<file path="config.mk">
export PLATFORM = sky130hd
export DESIGN_NAME = lfsr_step_ctrl
export DESIGN_NICKNAME = d
export VERILOG_FILES = /design/src/rtl/lfsr_step_ctrl.sv
export SDC_FILE = /design/constraint.sdc
export NUM_CORES = 1
export LEC_CHECK = 0
export CAP_MARGIN = 10
export CORE_MARGIN = 5
export CORE_UTILIZATION = 47
export DETAILED_ROUTE_END_ITERATION = 10
export PLACE_DENSITY_LB_ADDON = 0.15
export SKIP_LAST_GASP = 1
export SYNTH_ARGS = -nofsm -noshare
export SYNTH_HDL_FRONTEND = slang
export SYNTH_SLANG_ARGS = --single-unit
</file>
<file path="constraint.sdc">
create_clock -name clk -period 1.8 [get_ports clk]
set_input_delay 0.18 -clock clk [delete_from_list [all_inputs] [get_ports clk]]
set_output_delay 0.18 -clock clk [all_outputs]
set_load 0.005 [all_outputs]
</file>
<file path="src/rtl/lfsr_step_ctrl.sv">
`default_nettype none
//==============================================================================
// Module   : lfsr_step_ctrl
// Purpose  : Sequencer for the 8-bit LFSR display path (LFSR + two hex digits).
//            Converts raw load/step buttons and a run switch into single-cycle
//            load/step strobes. It also:
//              - replaces an all-zero seed with a legal one,
//              - paces free-run stepping,
//              - gates the display,
//              - flags when the sequence returns to its seed.
// Build    : define DEBOUNCE_EN to put a DB_MAX+1 cycle stability filter behind
//            each input synchronizer. Without it, edges are taken directly from
//            the synchronizer outputs.
// Revision : 1.0 - initial release
//------------------------------------------------------------------------------
// Ports
//   clk         in   1  system clock, rising edge
//   rst         in   1  asynchronous, active-high reset
//   btn_load    in   1  raw load button (asynchronous)
//   btn_step    in   1  raw step button (asynchronous)
//   run_en      in   1  raw run switch, level (asynchronous)
//   seed        in   8  seed value, sampled when a load is accepted
//   lfsr_q      in   8  current LFSR value fed back from the LFSR
//   lfsr_load   out  1  1-cycle strobe: LFSR takes lfsr_din
//   lfsr_din    out  8  registered seed to load
//   lfsr_step   out  1  1-cycle strobe: LFSR shifts once
//   disp_en     out  1  display enable for both digits
//   step_cnt    out  8  steps since last load, saturating at 8'hFF
//   period_hit  out  1  sticky: LFSR came back to the loaded seed
//==============================================================================
module lfsr_step_ctrl #(
  parameter int unsigned      DIV_W   = 20,
  parameter logic [DIV_W-1:0] DIV_MAX = 20'd999_999,
  parameter int unsigned      DB_W    = 16,
  parameter logic [DB_W-1:0]  DB_MAX  = 16'd49_999
) (
  input  logic       clk,
  input  logic       rst,
  input  logic       btn_load,
  input  logic       btn_step,
  input  logic       run_en,
  input  logic [7:0] seed,
  input  logic [7:0] lfsr_q,
  output logic       lfsr_load,
  output logic [7:0] lfsr_din,
  output logic       lfsr_step,
  output logic       disp_en,
  output logic [7:0] step_cnt,
  output logic       period_hit
);

  // Bit positions of the three control inputs inside the packed vectors.
  localparam int unsigned IN_LOAD = 0;
  localparam int unsigned IN_STEP = 1;
  localparam int unsigned IN_RUN  = 2;

  typedef enum logic [1:0] {
    ST_IDLE  = 2'd0,
    ST_LOAD  = 2'd1,
    ST_READY = 2'd2,
    ST_RUN   = 2'd3
  } state_t;

  //--------------------------------------------------------------------------
  // Input synchronizers (two flops per input)
  //--------------------------------------------------------------------------
  logic [2:0] raw_in;
  logic [2:0] sync1_d, sync1_q;
  logic [2:0] sync2_d, sync2_q;

  assign raw_in = {run_en, btn_step, btn_load};

  always_comb begin
    sync1_d = raw_in;
    sync2_d = sync1_q;
  end

  always_ff @(posedge clk or posedge rst) begin
    if (rst) begin
      sync1_q <= '0;
      sync2_q <= '0;
    end else begin
      sync1_q <= sync1_d;
      sync2_q <= sync2_d;
    end
  end

  //--------------------------------------------------------------------------
  // Clean input level: debounced or straight from the synchronizers
  //--------------------------------------------------------------------------
  logic [2:0] lvl;

`ifdef DEBOUNCE_EN
  // The filtered level follows the synchronized input only after it has
  // disagreed with the filtered level for DB_MAX+1 consecutive cycles. Any
  // cycle of agreement restarts the count, so short glitches are swallowed.
  logic [2:0]           flt_d, flt_q;
  logic [2:0][DB_W-1:0] db_cnt_d, db_cnt_q;

  always_comb begin
    flt_d    = flt_q;
    db_cnt_d = '0;
    for (int i = 0; i < 3; i++) begin
      if (sync2_q[i] != flt_q[i]) begin
        if (db_cnt_q[i] == DB_MAX) begin
          flt_d[i] = sync2_q[i];
        end else begin
          db_cnt_d[i] = db_cnt_q[i] + 1'b1;
        end
      end
    end
  end

  always_ff @(posedge clk or posedge rst) begin
    if (rst) begin
      flt_q    <= '0;
      db_cnt_q <= '0;
    end else begin
      flt_q    <= flt_d;
      db_cnt_q <= db_cnt_d;
    end
  end

  assign lvl = flt_q;
`else
  assign lvl = sync2_q;
`endif

  //--------------------------------------------------------------------------
  // Rising-edge detection for the two buttons (run_en is used as a level)
  //--------------------------------------------------------------------------
  logic [1:0] prev_d, prev_q;
  logic       load_edge;
  logic       step_edge;
  logic       run_lvl;

  always_comb begin
    prev_d = lvl[1:0];
  end

  always_ff @(posedge clk or posedge rst) begin
    if (rst) begin
      prev_q <= '0;
    end else begin
      prev_q <= prev_d;
    end
  end

  assign load_edge = lvl[IN_LOAD] & ~prev_q[IN_LOAD];
  assign step_edge = lvl[IN_STEP] & ~prev_q[IN_STEP];
  assign run_lvl   = lvl[IN_RUN];

  //--------------------------------------------------------------------------
  // Sequencer state and registered outputs
  //--------------------------------------------------------------------------
  state_t           state_d, state_q;
  logic [DIV_W-1:0] div_cnt_d, div_cnt_q;
  logic [7:0]       seed_r_d, seed_r_q;
  logic [7:0]       step_cnt_d, step_cnt_q;
  logic             period_hit_d, period_hit_q;
  logic             lfsr_load_d, lfsr_load_q;
  logic             lfsr_step_d, lfsr_step_q;
  logic             step_dly_d, step_dly_q;
  logic             disp_en_d, disp_en_q;

  always_comb begin
    state_d      = state_q;
    div_cnt_d    = div_cnt_q;
    seed_r_d     = seed_r_q;
    step_cnt_d   = step_cnt_q;
    period_hit_d = period_hit_q;
    lfsr_load_d  = 1'b0;
    lfsr_step_d  = 1'b0;

    // Priority within each state: load edge, then run level, then step edge.
    case (state_q)
      ST_IDLE: begin
        if (load_edge) begin
          state_d = ST_LOAD;
        end
      end
      ST_LOAD: begin
        state_d = run_lvl ? ST_RUN : ST_READY;
      end
      ST_READY: begin
        if (load_edge) begin
          state_d = ST_LOAD;
        end else if (run_lvl) begin
          state_d = ST_RUN;
        end else if (step_edge) begin
          lfsr_step_d = 1'b1;
        end
      end
      ST_RUN: begin
        if (load_edge) begin
          state_d = ST_LOAD;
        end else if (!run_lvl) begin
          state_d   = ST_READY;
          div_cnt_d = '0;
        end else if (div_cnt_q == DIV_MAX) begin
          lfsr_step_d = 1'b1;
          div_cnt_d   = '0;
        end else begin
          div_cnt_d = div_cnt_q + 1'b1;
        end
      end
      default: begin
        state_d = ST_IDLE;
      end
    endcase

    if (state_d == ST_LOAD) begin
      // Entering LOAD: the strobe comes out together with the state. An
      // all-zero seed would lock the LFSR, so it is replaced by 8'h01.
      lfsr_load_d  = 1'b1;
      seed_r_d     = (seed == 8'h00) ? 8'h01 : seed;
      step_cnt_d   = '0;
      period_hit_d = 1'b0;
      div_cnt_d    = '0;
    end else begin
      if (lfsr_step_d && (step_cnt_q != 8'hFF)) begin
        step_cnt_d = step_cnt_q + 8'd1;
      end
      // step_dly_q marks the first cycle in which lfsr_q shows the shifted
      // value. A step that was followed by a load is stale; the LOAD-state
      // guard discards it.
      if (step_dly_q && (state_q != ST_LOAD) && (lfsr_q == seed_r_q)) begin
        period_hit_d = 1'b1;
      end
    end

    step_dly_d = lfsr_step_q;
    disp_en_d  = (state_d != ST_IDLE);
  end

  always_ff @(posedge clk or posedge rst) begin
    if (rst) begin
      state_q      <= ST_IDLE;
      div_cnt_q    <= '0;
      seed_r_q     <= '0;
      step_cnt_q   <= '0;
      period_hit_q <= 1'b0;
      lfsr_load_q  <= 1'b0;
      lfsr_step_q  <= 1'b0;
      step_dly_q   <= 1'b0;
      disp_en_q    <= 1'b0;
    end else begin
      state_q      <= state_d;
      div_cnt_q    <= div_cnt_d;
      seed_r_q     <= seed_r_d;
      step_cnt_q   <= step_cnt_d;
      period_hit_q <= period_hit_d;
      lfsr_load_q  <= lfsr_load_d;
      lfsr_step_q  <= lfsr_step_d;
      step_dly_q   <= step_dly_d;
      disp_en_q    <= disp_en_d;
    end
  end

  assign lfsr_load  = lfsr_load_q;
  assign lfsr_din   = seed_r_q;
  assign lfsr_step  = lfsr_step_q;
  assign disp_en    = disp_en_q;
  assign step_cnt   = step_cnt_q;
  assign period_hit = period_hit_q;

endmodule
`default_nettype wire
</file>
# After elaboration in Yosys (flattened, before gate mapping)
# Index checks and enable logic that the tools add are counted.
# word_totals
ff_bits,51
in_bits,21
output_inout_bits,20
word_cells,62
# op_classes
add_sub_neg,2
n_eq_ne,9
muxes,25
n_bitwise,4
n_reduce_logical,10
# op_table
cell,count
20-bit 2-to-1 mux,5
8-bit 2-to-1 mux,3
"20-bit by 1-bit adder with 20-bit output, second input constant",1
"20-bit equality test, second input constant",1
1-bit 2-to-1 mux,10
2-bit 2-to-1 mux,5
"8-bit by 1-bit adder with 8-bit output, second input constant",1
8-bit equality test,1
8-bit logical NOT,1
"8-bit != test, second input constant",1
2-bit one-hot mux with 4 select lines,1
2-bit nonzero test,4
"2-bit by 1-bit equality test with 1-bit output, second input constant",2
"2-bit equality test, second input constant",2
"2-bit by 1-bit != test with 1-bit output, second input constant",2
1-bit logical AND,3
1-bit AND,2
2-bit logical NOT,1
1-bit NOT,2
1-bit one-hot mux with 2 select lines,1
2-bit AND reduction,1

# Logic depth before layout (Yosys ltp)
# Gate-level depths: netlist of run 1.
# depth
word_depth,9
ltp_mapped,8
ltp_nobuf,7

# Least setup slack after synthesis of run 1
# OpenSTA, ideal clock, no wires.
# synth_path
kind,register to register
from,register state_q[0]
to,register step_cnt_q[7] (netlist: step_cnt[7])
setup_ps,134
t_arrival_ps,1725
path_slack_ps,-59
path_stages_with_launch,8
n_path_buf,2
path_cell_list,dfrtp_1 > buf_6 > or4b_1 > nor3_2 > a31oi_1 > buf_2 > o311ai_2 > o41ai_1
# synth_between
elab_chain_cells,5
elab_cells_between_ends,15
classes_between,4 x eq/ne; 8 x mux; 3 x reduce/logical
# synth_rtl
item,line,source
"start, declared",156,"state_t state_d, state_q;"
"start signal, assigned",248,state_q <= state_d;
"2-bit 2-to-1 mux, on equally long branches","197, 188",
"2-bit 2-to-1 mux, on equally long branches","195, 186",
2-bit one-hot mux with 4 select lines,176,case (state_q)
2-bit by 1-bit equality test with 1-bit output,212,if (state_d == ST_LOAD) begin
8-bit 2-to-1 mux / 2-bit nonzero test (equally long branches),n/a,
"end signal, assigned",251,step_cnt_q <= step_cnt_d;
"end, declared",159,"logic [7:0] step_cnt_d, step_cnt_q;"
# Several ways; a longest one is shown, not always the timed one.
# A chain may end at the register's enable or synchronous reset.

# Final worst setup path of run 1
# layout_path
from,register sync2_q[2] (netlist: lvl[2])
to,register step_cnt_q[4] (netlist: step_cnt[4])
# layout_between
elab_chain_cells,5
elab_cells_between_ends,15
classes_between,1 x eq/ne; 12 x mux; 2 x reduce/logical
# layout_rtl
item,line,source
"start, declared",69,"logic [2:0] sync2_d, sync2_q;"
"start signal, assigned",84,sync2_q <= sync2_d;
2-bit 2-to-1 mux (tied with other cells),197,end else if (!run_lvl) begin
2-bit 2-to-1 mux (tied with other cells),195,if (load_edge) begin
2-bit one-hot mux with 4 select lines / 1-bit one-hot mux with 2 select lines (equally long branches),176,
2-bit by 1-bit equality test with 1-bit output / 1-bit logical AND (equally long branches),"212, 221",
8-bit 2-to-1 mux / 2-bit nonzero test (equally long branches),n/a,
# Several ways; a longest one is shown, not always the timed one.

==> run_results.csv, run 1 <==
group,metric,value,unit
run_status,status,"finished, violations left",
run_status,violations,"negative setup slack",
synthesis,syn_area_per_cell,9.68,um2
sta,clock-skew-final,0.0162,ns
pwr,p_sw,0.000723,W
route,wl_met3,374,um
route,num_vias,2258,
synthesis,netlist_instances,251,
route,route.met2.wl,3.26,mm
synthesis,syn-num-nets,274,
synthesis,seq_area_frac_synth,0.526,
cts,h-tree-depth,2,
die,start_util,0.479,
die,io_pins,41,
synthesis,ys_types,40,
route,dr.pass1.iters,4,
place,portBuffers,40,
place,dp.cells,387,
sta,fmax,532,MHz
cts,cts.path.max_buffers,2,
sta,final-hold-violation-count,0,
worst_setup_path,cp_max_fo,7,
pwr,power.density,780,nW/um2
cts,cts_tree,"built",
cts,clock_tree.root_cell,"clkbuf_8",
die,core,5070,um2
cts,clock_latency,0.31,ns
route,drc,0,
sta,tightest_slew,0.467,ns
worst_setup_path,critPathKind,"reg2reg",
sta,slew_viol_final,0,
place,place.detailed.hpwl,3.91,mm
route,routed_wirelength,6.42,mm
pwr,p_seq_frac,0.457,
die,die-area,6710,um2
sta,period_share,1.04,
worst_setup_path,worstSetupEndpointType,"register",
worst_setup_path,critPathLaunchType,"register",
pwr,comb_power_share,0.203,
global_routing,grt_pass1_vias,2242,
finish,drive_gt1_frac,0.251,
cts,cts_buffers,5,
sta,tns,-0.279,ns
pwr,swShare,0.258,
place,post-place-ws,-0.127,ns
place,routabilityCongestion,0.809,
route,wl_per_cell,15.7,um
pwr,power_frac_clock,0.340,
synthesis,syn_area,2430,um2
finish,final_nets,361,
sta,timing.final.ws_setup,-0.0793,ns
sta,finalSetupViolCount,7,
die,row_count,26,
cts,path_clk_slew,0.10,ns
finish,num-fill-cells,382,
finish,area_growth,48.2,%
global_routing,antenna_found_initial,0,
pwr,internal-power,0.00208,W
finish,postLayoutCoreUtil,0.709,
cts,cts.sinks,51,
sta,period_minus_slack,1.88,ns
route,top_layer_used,"met4",
global_routing,gr-total-overflow,0,
finish,diodes,0,
synthesis,synth-seq-cells,51,
finish,instances_no_fill,409,
pwr,vdd_drop_max,0.611,mV
route,wl_met1,2.70,mm
global_routing,grt_max_degree,52,
worst_setup_path,worstPathArrival,2.13,ns
die,die_width,81.9,um
sta,rsz0062_at_grt,"yes",
job,cap_violations,0,
route,drt_iter0_markers,169,
synthesis,yosys_warnings,0,
global_routing,grt_use_total,0.201,
worst_setup_path,crit_required,2.06,ns
sta,timing.hold.ws,0.213,ns
hold_path,hp-class,"in2async",
route,vias_per_cell,5.52,
pwr,p_leak,1.58,nW
die,die_h,81.9,um
route,ant_nets,0,
sta,slew_headroom,0.687,
global_routing,grt_first_pass_wirelength,10.4,mm
[cells by family (layout without fill, tap and decap cells)]
logic type | count (synthesis) | in the layout | share of synthesized area
XOR/XNOR | 12 | 12 | 0.0433
adder cells (fa/ha/maj) | 2 | 2 | 0.0103
AO/OA/AOI/OAI | 58 | 59 | 0.156
flip-flops | 51 | 51 | 0.526
multiplexers | 2 | 2 | 0.00876
AND/OR/NAND/NOR | 108 | 108 | 0.224
buffers and inverters | 18 | 105 | 0.0330
[power groups by stage]
stage                     clock network, W  registers, W  logic (W)
after floorplan                          0       0.00130   0.000223
after CTS                         0.000961       0.00128   0.000521
after global placement                   0       0.00130   0.000480
after detailed placement                 0       0.00130   0.000492
final                             0.000954       0.00128   0.000571
after global routing               0.00102       0.00130   0.000624
[synth_stat cells, drive strengths merged]
library cell  instances  share of area
o31ai                 3         0.0093
nor2                 10          0.015
buf                   5          0.013
and4                  3          0.011
nor2b                 1         0.0026
inv                   7          0.011
a31oi                11          0.028
xor2                  4          0.014
or3                   2         0.0052
o311ai                2          0.010
nand3                12          0.025
nor4                  3         0.0077
nand3b                1         0.0031
dfrtp                51           0.53
a21oi                16          0.033
a41oi                 4          0.014
a22o                  6          0.022
nand2b                4          0.010
mux2i                 1         0.0041
clkbuf                6         0.0093
or4b                  1         0.0041
or2                   1         0.0026
ha                    2          0.010
nand2                45          0.070
mux2                  1         0.0046
nand4                 6          0.015
and3                  5          0.013
o211ai                3         0.0093
nor3                  6          0.014
and2                  2         0.0052
o21ai                11          0.023
a21o                  1         0.0031
xnor2                 8          0.029
nor3b                 2         0.0062
or4                   2         0.0062
nor4b                 2         0.0072
o41ai                 1         0.0036
[repair_timing]
action | 4_1_cts | 5_1_grt
setup endpoints to repair | 9 | 17
gates cloned | 2 | 1
buffers inserted | 2 | 9
hold buffers | 0 | 0
pin swaps | 4 | 15
resized for setup | 11 | 26
[final cells by class]
type                            instances  area [um2]  area share
Inverter                                7        26.3     0.00730
Clock buffer                            5        68.8      0.0191
Timing Repair Buffer                   90         841       0.234
Sequential cell                        51        1280       0.355
Clock inverter                          3        67.6      0.0188
Tap cell                               70        87.6      0.0243
Multi-Input combinational cell        183        1230       0.342
[stage by stage]
stage          power [W]  cell area [um2]
2_1_floorplan    0.00153             2440
3_3_place_gp     0.00178             3180
3_5_place_dp     0.00180             3180
4_1_cts          0.00276             3410
5_1_grt          0.00294             3600
6_report         0.00281             3600
[metal layers]
metal	vias to the layer above	track usage
li1	1088	-
met1	1090	0.263
met2	72	0.326
met3	8	0.0439
met4	0	0.0731
met5	-	0
[state kept, by name, indices dropped and copies added, names as in the netlist]
| name | flops |
|---|---|
| state_q | 2 |
| step_dly_q | 1 |
| lfsr_load | 1 |
| lvl | 3 |
| step_cnt | 8 |
| lfsr_din | 8 |
| period_hit | 1 |
| lfsr_step | 1 |
| prev_q | 2 |
| disp_en | 1 |
| div_cnt_q | 20 |
| sync1_q | 3 |
[placed cells by master (no fill, tap or decap), types with 2 or more instances in the layout]
master           instances
bufinv_16                2
dfrtp_1                 51
buf_6                    6
inv_2                    2
nand2b_1                 3
and4_1                   2
o21ai_0                 10
nand4_1                  6
nand2_1                 45
nor3_4                   2
or3_1                    2
xor2_1                   4
inv_1                    5
a31oi_1                  9
a21oi_2                  2
nor2_1                   9
a41oi_1                  3
and3_1                   4
a22o_1                   6
clkdlybuf4s50_1         40
xnor2_1                  8
a31oi_2                  2
clkbuf_8                 5
nor4b_2                  2
and2_1                   2
a21oi_1                 13
o31ai_1                  3
o311ai_2                 2
buf_4                   41
nor4_1                   2
o211ai_1                 3
or4_1                    2
nor3_1                   3
nand3_1                 11
buf_12                   2
[final timing paths]
kind / from / to / slack (ns) / cells past startpoint
min in group clk: btn_load / sync1_q[0]$_DFF_PP0_ / 0.30 / 1
max in group asynchronous: rst / div_cnt_q[3]$_DFFE_PP0P_ / 1.33 / 3
hold reg to reg: sync1_q[2]$_DFF_PP0_ / lvl[2]$_DFF_PP0_ / 0.36 / 0
setup reg to reg: lvl[2]$_DFF_PP0_ / step_cnt[4]$_DFFE_PP0P_ / -0.08 / 5
hold / removal: rst / div_cnt_q[10]$_DFFE_PP0P_ / 0.21 / 3
setup / recovery: lvl[2]$_DFF_PP0_ / step_cnt[4]$_DFFE_PP0P_ / -0.08 / 5
[worst max-delay path: stages, from the launching register on]
cell	delay [ns]
dfrtp_1	0.39
or4b_4	0.53
nor3_4	0.29
a31oi_4	0.10
or4_1	0.45
nand2_1	0.08
No activity file was read; power rests on OpenSTA's default activity.
==> inputs of run 2 (changes only) <==
Settings changed: SKIP_LAST_GASP 1 to unset.
==> run_results.csv, run 2 (synthesized netlist as in run 1, its figures left out) <==
group,metric,value,unit
run_status,status,"finished, violations left",
run_status,violations,"negative setup slack",
route,drc,0,
route,wl_per_cell,15.2,um
sta,tightest_slew,0.462,ns
sta,clock-skew-final,0.0160,ns
pwr,p_sw,0.000716,W
route,dr.pass1.iters,4,
global_routing,gr-total-overflow,0,
route,ant_nets,0,
finish,drive_gt1_frac,0.237,
global_routing,grt_first_pass_wirelength,10.3,mm
worst_setup_path,crit_required,2.06,ns
finish,postLayoutCoreUtil,0.704,
pwr,swShare,0.256,
place,portBuffers,40,
pwr,power.density,784,nW/um2
finish,mostFrequentLayoutCells,"dfrtp_1, nand2_1, clkdlybuf4s50_1, buf_4, a21oi_1",
cts,path_clk_slew,0.10,ns
job,cap_violations,0,
die,die-area,6710,um2
worst_setup_path,r2r-end,"step_cnt[4]$_DFFE_PP0P_",
sta,rsz0062_at_grt,"yes",
finish,diodes,0,
cts,h-tree-depth,2,
die,row_count,26,
global_routing,grt_max_degree,52,
pwr,internal-power,0.00208,W
pwr,comb_power_share,0.202,
finish,final_nets,360,
pwr,power_frac_clock,0.340,
sta,finalSetupViolCount,1,
hold_path,hp-class,"in2async",
worst_setup_path,worstPathArrival,2.07,ns
sta,timing.final.ws_setup,-0.0107,ns
worst_setup_path,rr_startpoint,"div_cnt_q[7]$_DFFE_PP0P_",
sta,fmax,552,MHz
global_routing,grt_use_total,0.200,
route,drt_iter0_markers,171,
pwr,p_leak,1.56,nW
global_routing,grt_pass1_vias,2202,
finish,largest_reg_flops,20,
cts,cts.sinks,51,
die,io_pins,41,
cts,clock_tree.root_cell,"clkbuf_8",
place,routabilityCongestion,0.809,
global_routing,antenna_found_initial,0,
die,core,5070,um2
sta,slew_viol_final,0,
route,routed_wirelength,6.21,mm
die,die_width,81.9,um
finish,final_common_cell,"dfrtp_1",
sta,final-hold-violation-count,0,
route,num_vias,2210,
cts,cts_tree,"built",
place,place.detailed.hpwl,3.91,mm
worst_setup_path,ff2ff_setup_slack,-0.01,ns
cts,post_cts_hold_buffer_count,0,
worst_setup_path,cp_max_fo,7,
finish,num-fill-cells,390,
pwr,p_seq_frac,0.458,
cts,cts.path.max_buffers,2,
finish,stdcell_area,3570,um2
die,die_h,81.9,um
worst_setup_path,worstSetupEndpointType,"register",
worst_setup_path,critPathLaunchType,"register",
pwr,vdd_drop_max,0.584,mV
sta,slew_headroom,0.691,
place,placedInstanceArea,3180,um2
finish,area_growth,47.1,%
worst_setup_path,r2r.worst_path.cells,6,
route,vias_per_cell,5.42,
finish,regMostFlops,"div_cnt_q",
worst_setup_path,critPathKind,"reg2reg",
sta,period_minus_slack,1.81,ns
cts,clock_latency,0.31,ns
cts,cts_buffers,5,
die,start_util,0.479,
sta,period_share,1.01,
## run 2: worst max-delay path, cell delays in order, from the launching register on
cell and delay (ns):
dfrtp_1 0.41, nor4b_2 0.27, and4_4 0.28, buf_6 0.12, a31oi_4 0.13, or4_1 0.45
nand2_1 0.08
## run 2: how the worst max path moves through the flow
stage / slack [ns] / start / cells past startpoint / end
6_report: -0.01 / div_cnt_q[7]$_DFFE_PP0P_ / 6 / step_cnt[4]$_DFFE_PP0P_
5_1_grt: -0.07 / div_cnt_q[15]$_DFFE_PP0P_ / 6 / step_cnt[5]$_DFFE_PP0P_
4_1_cts: -0.03 / div_cnt_q[0]$_DFFE_PP0P_ / 9 / div_cnt_q[5]$_DFFE_PP0P_
3_5_place_dp: -0.13 / lvl[2]$_DFF_PP0_ / 5 / step_cnt[2]$_DFFE_PP0P_
3_3_place_gp: -0.06 / div_cnt_q[6]$_DFFE_PP0P_ / 5 / step_cnt[2]$_DFFE_PP0P_
2_1_floorplan: -0.04 / state_q[0]$_DFF_PP0_ / 7 / step_cnt[6]$_DFFE_PP0P_
## run 2: repair_timing
action	CTS	global route
setup endpoints to repair	9	19
resized for setup	13	19
buffers inserted	2	8
cloned	2	1
pin swaps	5	10
hold endpoints to repair	0	0
## run 2: per-stage QoR
| step | setup slack (ns) | instances | total power [W] | TNS [ns] | hold WS (ns) |
|---|---|---|---|---|---|
| detailed placement | -0.127 | 387 | 0.00180 | -0.489 | 0.336 |
| global placement | -0.0604 | 387 | 0.00178 | -0.222 | 0.340 |
| finish | -0.0107 | 408 | 0.00280 | -0.0107 | 0.212 |
| global route | -0.0714 | 408 | 0.00293 | -0.429 | 0.250 |
| floorplan | -0.0390 | 251 | 0.00153 | -0.0819 | 0.211 |
| CTS | -0.0256 | 399 | 0.00276 | -0.0328 | 0.236 |
## run 2: cell type report
cell class / count / area, um2 / area share
Tap cell: 70 / 87.6 / 0.0245
Clock inverter: 3 / 67.6 / 0.0189
Multi-Input combinational cell: 183 / 1210 / 0.338
Clock buffer: 5 / 68.8 / 0.0193
Sequential cell: 51 / 1280 / 0.357
Inverter: 7 / 26.3 / 0.00736
Timing Repair Buffer: 89 / 837 / 0.234
## run 2: layer usage
layer | vias to the layer above | share of wire | global-route usage
met5 | - | 0 | 0
met1 | 1071 | 0.45 | 0.269
li1 | 1085 | - | -
met3 | 6 | 0.044 | 0.0439
met2 | 48 | 0.50 | 0.319
met4 | 0 | 0.011 | 0.0664
## run 2: power groups by stage
stage	logic [W]	registers (W)	clock network [W]
after global routing	0.000618	0.00130	0.00102
final	0.000565	0.00128	0.000952
after detailed placement	0.000492	0.00130	0
after floorplan	0.000223	0.00130	0
after CTS	0.000521	0.00128	0.000961
after global placement	0.000480	0.00130	0
